File: config.mk
export PLATFORM = sky130hd
export DESIGN_NAME = tidc_req_capture
export DESIGN_NICKNAME = d
export VERILOG_FILES = /design/src/rtl/tidc_req_capture.sv
export SDC_FILE = /design/constraint.sdc
export NUM_CORES = 1
export LEC_CHECK = 0
export ABC_AREA = 1
export CELL_PAD_IN_SITES_DETAIL_PLACEMENT = 0
export CELL_PAD_IN_SITES_GLOBAL_PLACEMENT = 1
export CORE_AREA = 2 2 227 229
export CTS_CLUSTER_DIAMETER = 40
export DETAILED_ROUTE_END_ITERATION = 6
export DIE_AREA = 0 0 229 231
export HOLD_SLACK_MARGIN = 0.03
export PLACE_DENSITY_LB_ADDON = 0.1
export SLEW_MARGIN = 15
export SYNTH_ARGS = -nofsm -noshare
export SYNTH_HDL_FRONTEND = slang
export SYNTH_SLANG_ARGS = --single-unit
File: constraint.sdc
create_clock -name clk -period 2.1 [get_ports clk]
set_clock_uncertainty 0.2 [all_clocks]
set_input_delay 0.21 -clock clk [delete_from_list [all_inputs] [get_ports clk]]
set_output_delay 0.21 -clock clk [all_outputs]
set_load 0.005 [all_outputs]
File: src/rtl/tidc_req_capture.sv
// Capture stage behind the TIDC A/C round-robin arbiter. It latches the granted master's
// Channel A or C message into an in-order FIFO and presents the head entry to the directory.
module tidc_req_capture #(
  parameter int ADDR_W = 32,
  parameter int DATA_W = 64,
  parameter int SRC_W  = 4,
  parameter int SZ_W   = 3,
  parameter int DEPTH  = 2
) (
  input  logic                         clk,
  input  logic                         rst_n,
  input  logic                         grant_valid,
  input  logic [1:0]                   grant_channel,
  input  logic                         grant_master,
  output logic                         grant_ready,
  input  logic [5:0]                   a_opcode_i,
  input  logic [5:0]                   a_param_i,
  input  logic [2*SZ_W-1:0]            a_size_i,
  input  logic [2*SRC_W-1:0]           a_source_i,
  input  logic [2*ADDR_W-1:0]          a_address_i,
  input  logic [2*DATA_W-1:0]          a_data_i,
  input  logic [2*(DATA_W/8)-1:0]      a_mask_i,
  input  logic [5:0]                   c_opcode_i,
  input  logic [5:0]                   c_param_i,
  input  logic [2*SZ_W-1:0]            c_size_i,
  input  logic [2*SRC_W-1:0]           c_source_i,
  input  logic [2*ADDR_W-1:0]          c_address_i,
  input  logic [2*DATA_W-1:0]          c_data_i,
  output logic                         req_valid,
  input  logic                         req_ready,
  output logic                         req_channel,
  output logic                         req_master,
  output logic [2:0]                   req_opcode,
  output logic [2:0]                   req_param,
  output logic [SZ_W-1:0]              req_size,
  output logic [SRC_W-1:0]             req_source,
  output logic [ADDR_W-1:0]            req_address,
  output logic [DATA_W-1:0]            req_data,
  output logic [DATA_W/8-1:0]          req_mask,
  output logic [$clog2(DEPTH)+1-1:0]   occupancy,
  output logic                         err_illegal_ch
);

  localparam int MASK_W = DATA_W / 8;
  localparam int PTR_W  = $clog2(DEPTH);
  localparam int CNT_W  = PTR_W + 1;

  typedef struct packed {
    logic [2:0]        opcode;
    logic [2:0]        param;
    logic [SZ_W-1:0]   size;
    logic [SRC_W-1:0]  source;
    logic [ADDR_W-1:0] address;
    logic [DATA_W-1:0] data;
    logic [MASK_W-1:0] mask;
  } payload_t;

  typedef struct packed {
    logic     channel;
    logic     master;
    payload_t payload;
  } entry_t;

  payload_t aPayload [2];
  payload_t cPayload [2];

  // Channel C carries no byte mask, so its entries store a full-width mask.
  for (genvar m = 0; m < 2; m++) begin : g_slice
    assign aPayload[m] = {a_opcode_i[3*m +: 3], a_param_i[3*m +: 3],
                          a_size_i[SZ_W*m +: SZ_W], a_source_i[SRC_W*m +: SRC_W],
                          a_address_i[ADDR_W*m +: ADDR_W], a_data_i[DATA_W*m +: DATA_W],
                          a_mask_i[MASK_W*m +: MASK_W]};
    assign cPayload[m] = {c_opcode_i[3*m +: 3], c_param_i[3*m +: 3],
                          c_size_i[SZ_W*m +: SZ_W], c_source_i[SRC_W*m +: SRC_W],
                          c_address_i[ADDR_W*m +: ADDR_W], c_data_i[DATA_W*m +: DATA_W],
                          {MASK_W{1'b1}}};
  end

  entry_t            mem_q [DEPTH];
  logic [PTR_W-1:0]  wrPtr_q, wrPtr_d;
  logic [PTR_W-1:0]  rdPtr_q, rdPtr_d;
  logic [CNT_W-1:0]  count_q, count_d;
  logic              errIllegal_q, errIllegal_d;
  entry_t            pushEntry;
  entry_t            headEntry;
  logic              accept;
  logic              legalCh;
  logic              push;
  logic              pop;

  assign grant_ready = (count_q < CNT_W'(DEPTH));
  assign accept      = grant_valid && grant_ready;
  assign legalCh     = ~grant_channel[1];
  assign push        = accept && legalCh;
  assign req_valid   = (count_q != '0);
  assign pop         = req_valid && req_ready;

  always_comb begin
    pushEntry         = '0;
    pushEntry.channel = grant_channel[0];
    pushEntry.master  = grant_master;
    pushEntry.payload = grant_channel[0] ? cPayload[grant_master] : aPayload[grant_master];
  end

  // Pointers wrap for free because DEPTH is a power of two.
  always_comb begin
    wrPtr_d      = wrPtr_q + PTR_W'(push);
    rdPtr_d      = rdPtr_q + PTR_W'(pop);
    count_d      = count_q + CNT_W'(push) - CNT_W'(pop);
    errIllegal_d = errIllegal_q | (accept && !legalCh);
  end

  always_ff @(posedge clk or negedge rst_n) begin
    if (!rst_n) begin
      wrPtr_q      <= '0;
      rdPtr_q      <= '0;
      count_q      <= '0;
      errIllegal_q <= 1'b0;
    end else begin
      wrPtr_q      <= wrPtr_d;
      rdPtr_q      <= rdPtr_d;
      count_q      <= count_d;
      errIllegal_q <= errIllegal_d;
    end
  end

  // Storage is cleared on reset so the head payload reads as zero afterwards.
  always_ff @(posedge clk or negedge rst_n) begin
    if (!rst_n) begin
      for (int i = 0; i < DEPTH; i++) begin
        mem_q[i] <= '0;
      end
    end else if (push) begin
      mem_q[wrPtr_q] <= pushEntry;
    end
  end

  assign headEntry      = mem_q[rdPtr_q];
  assign req_channel    = headEntry.channel;
  assign req_master     = headEntry.master;
  assign req_opcode     = headEntry.payload.opcode;
  assign req_param      = headEntry.payload.param;
  assign req_size       = headEntry.payload.size;
  assign req_source     = headEntry.payload.source;
  assign req_address    = headEntry.payload.address;
  assign req_data       = headEntry.payload.data;
  assign req_mask       = headEntry.payload.mask;
  assign occupancy      = count_q;
  assign err_illegal_ch = errIllegal_q;

endmodule

==> impl_metrics.ini <==
[outcome]
status = finished with violations
violations = setup timing

[global_route]
grt_pass1_wl_microns = 91300
globalRoute.totalOverflow = 0
grt_max_degree = 114
grt_use_total_pct = 22.4
antenna_found_initial = 1
first_global_vias = 15447

[routing]
first_pass_iters = 5
drc = 0
ant_nets = 0
wl_per_cell_microns = 18.0
drt_iter0_drc = 785
num_vias = 15422
viasPerCell = 4.61
drt_wl_total_microns = 60300

[pwr]
ir_worst_vdd_mv = 0.672
leakage_nw = 11.3
p_per_area_nw_per_um2 = 1290

[clock_tree]
cts_max_level = 2
cts_root_buf = clkbuf_16
ctsLongestPathBuffers = 3
numCtsBuffers = 47
insertion_delay_ns = 0.54
clkSinkCount = 243
cts_tree = built
path_clk_slew_ns = 0.05

[place]
hpwl_microns = 41400
port_buffers = 582
dpl-instance-area_sq_um = 20400
globalplace.congestion = 0.874
dpl_worst_slack_ns = 0.0598

[worst_setup_path]
path_cells = buf_4 -> buf_12 -> buf_16 -> nand2_2 -> nand2_1 -> dlygate4sd2_1
crit_path_max_fanout = 8
worst_ep_arrival_time_ns = 1.92
slowest_delay_ns = 0.50
crit_type = reg2out
startpoint_type = flip-flop
cp.required_ns = 1.69
cp-end-kind = primary output
crit_family = buffers and inverters
slowest_stage = dfrtp_4
cp_num_buf_inv = 4

[yosys]
yosysWarningCount = 0
netlist_instances = 2050
synth_nets = 2511
yosys.cell_types.count = 19
ys_seq_area_share_pct = 44.4
synth_area_sq_um = 13700
synth_area_per_cell_sq_um = 6.68
ys_ff_latch = 243

[sta]
slew_headroom_pct = 62.6
setup_slack_ns = -0.232
slew_viol_final = 0
setup_violations = 113
hold_viol_final = 0
finalCritPeriodShare_pct = 111
fin_setup_tns_ns = -13.87
post-route-min-period_ns = 2.33
timing.hold.ws_ns = 0.140
rsz0062_at_grt = yes
worstMarginPinSlew_ns = 0.560
fmax_mhz = 429

[die]
die_w_microns = 229
start_util_pct = 27.0
dieArea_sq_um = 52900
fp.dieH_microns = 231
coreArea_sq_um = 50700
io_pins = 583
num_rows = 83

[finish]
area_growth_pct = 69.5
stdcell_area_sq_um = 23200
fillers = 5245
layout.nets = 3095
drive_above_1_share_pct = 16.6
seq_area_sq_um = 6090
multi_input_area_sq_um = 7290
n_antenna_cell = 0
post-route-util_pct = 45.8

[min_path]
hp-class = in2reg

[flow_run]
drv_cap = 0
[cells in the mapped netlist (all sizes together)]
library cell	number	area, sq um
buf	106	576
xor2	1	8.76
nand2	1155	4340
xnor2	1	8.76
inv	23	86.3
nand3	229	1160
clkbuf	45	169
a31o	1	8.76
ha	2	25.0
o21ai	241	1210
dfrtp	243	6080
nor2	3	27.5
[power breakdown]
part	switching, mW	total [mW]	internal (mW)
clock	2.51	7.53	5.03
sequential	1.47	8.36	6.88
combinational	6.98	14.1	7.09
[area by class of cell]
cell class	instances	area share (%)
Tap cell	680	3.67
Timing Repair Buffer	685	31.2
Timing Repair inverter	1	0.129
Clock buffer	53	5.25
Multi-Input combinational cell	1633	31.4
Sequential cell	243	26.2
Clock inverter	29	1.58
Inverter	23	0.518
[registers in the layout, indices dropped and copies added, names as in the netlist]
register / count
err_illegal_ch: 1
rdPtr_q: 1
occupancy: 2
wrPtr_q: 1
mem_q: 238
[path summary, 6_finish.rpt]
| check | to | depth (start not counted) | start | slack, ns |
|---|---|---|---|---|
| max in group asynchronous | mem_q[226] | 4 | rst_n | 0.44 |
| max | req_data[13] | 6 | rdPtr_q | -0.23 |
| min in group asynchronous | mem_q[26] | 3 | rst_n | 0.53 |
| max reg2reg | mem_q[196] | 8 | occupancy[1] | 0.41 |
| min | err_illegal_ch | 2 | grant_channel[1] | 0.14 |
| min reg2reg | mem_q[5] | 2 | mem_q[5] | 0.27 |
[layer usage]
metal	part of all wire (%)	routed length (microns)	GRT usage, %
met1	42	25100	27.4
met4	2.7	1650	7.49
met3	5.9	3590	5.01
met2	50	29900	38.8
met5	0	0	0
[per-stage QoR]
step	power (mW)	std cells
detailed placement	19.8	3211
CTS	29.5	3346
finish	30.0	3347
global placement	19.7	3211
global route	32.0	3347
floorplan	12.9	2050
[placed cells by master, fill, tap and decap left out, types with 3 or more instances in the layout]
cell	synthesis	layout
bufinv_16	0	7
o21ai_0	33	23
clkbuf_16	0	49
nand2_4	0	31
inv_1	17	17
nand2_2	0	95
dfrtp_1	243	241
buf_16	0	12
buf_12	0	42
buf_8	0	8
clkbuf_1	45	4
o21ai_1	208	211
clkinv_4	0	5
clkinv_2	0	9
buf_6	2	55
inv_6	0	6
clkdlybuf4s50_1	0	460
buf_2	85	61
nand2_1	1155	1029
nand3_1	228	228
buf_4	15	29
dlygate4sd3_1	0	4
clkinvlp_4	0	4
dlygate4sd2_1	0	3
clkdlybuf4s15_2	0	7
o21ai_2	0	6
[worst reg2reg max path: stages (launching register included)]
cell and delay, ns:
dfrtp_2 0.43, inv_2 0.10, nand3_4 0.07, inv_1 0.06, ha_1 0.23, inv_6 0.12
buf_12 0.19, nand2_1 0.11, o21ai_1 0.06
[cell families (layout without fill, tap and decap cells)]
group	Yosys count	in the layout	share of synthesized area [%]
XOR/XNOR	2	2	0.128
AO/OA/AOI/OAI	242	242	8.87
adder cells (fa/ha/maj)	2	2	0.183
buffers and inverters	174	791	6.07
flip-flops	243	243	44.4
AND/OR/NAND/NOR	1387	1387	40.3
[what timing repair did]
item                                    CTS  global route
resized for setup                       616           137
hold buffers                              4             0
pin swaps                                15            19
endpoints found under the setup margin  119           120
setup buffers                            34             5
cloned                                   17             2
endpoints found under the hold margin   256             0
No activity file was read; power rests on OpenSTA's default activity.
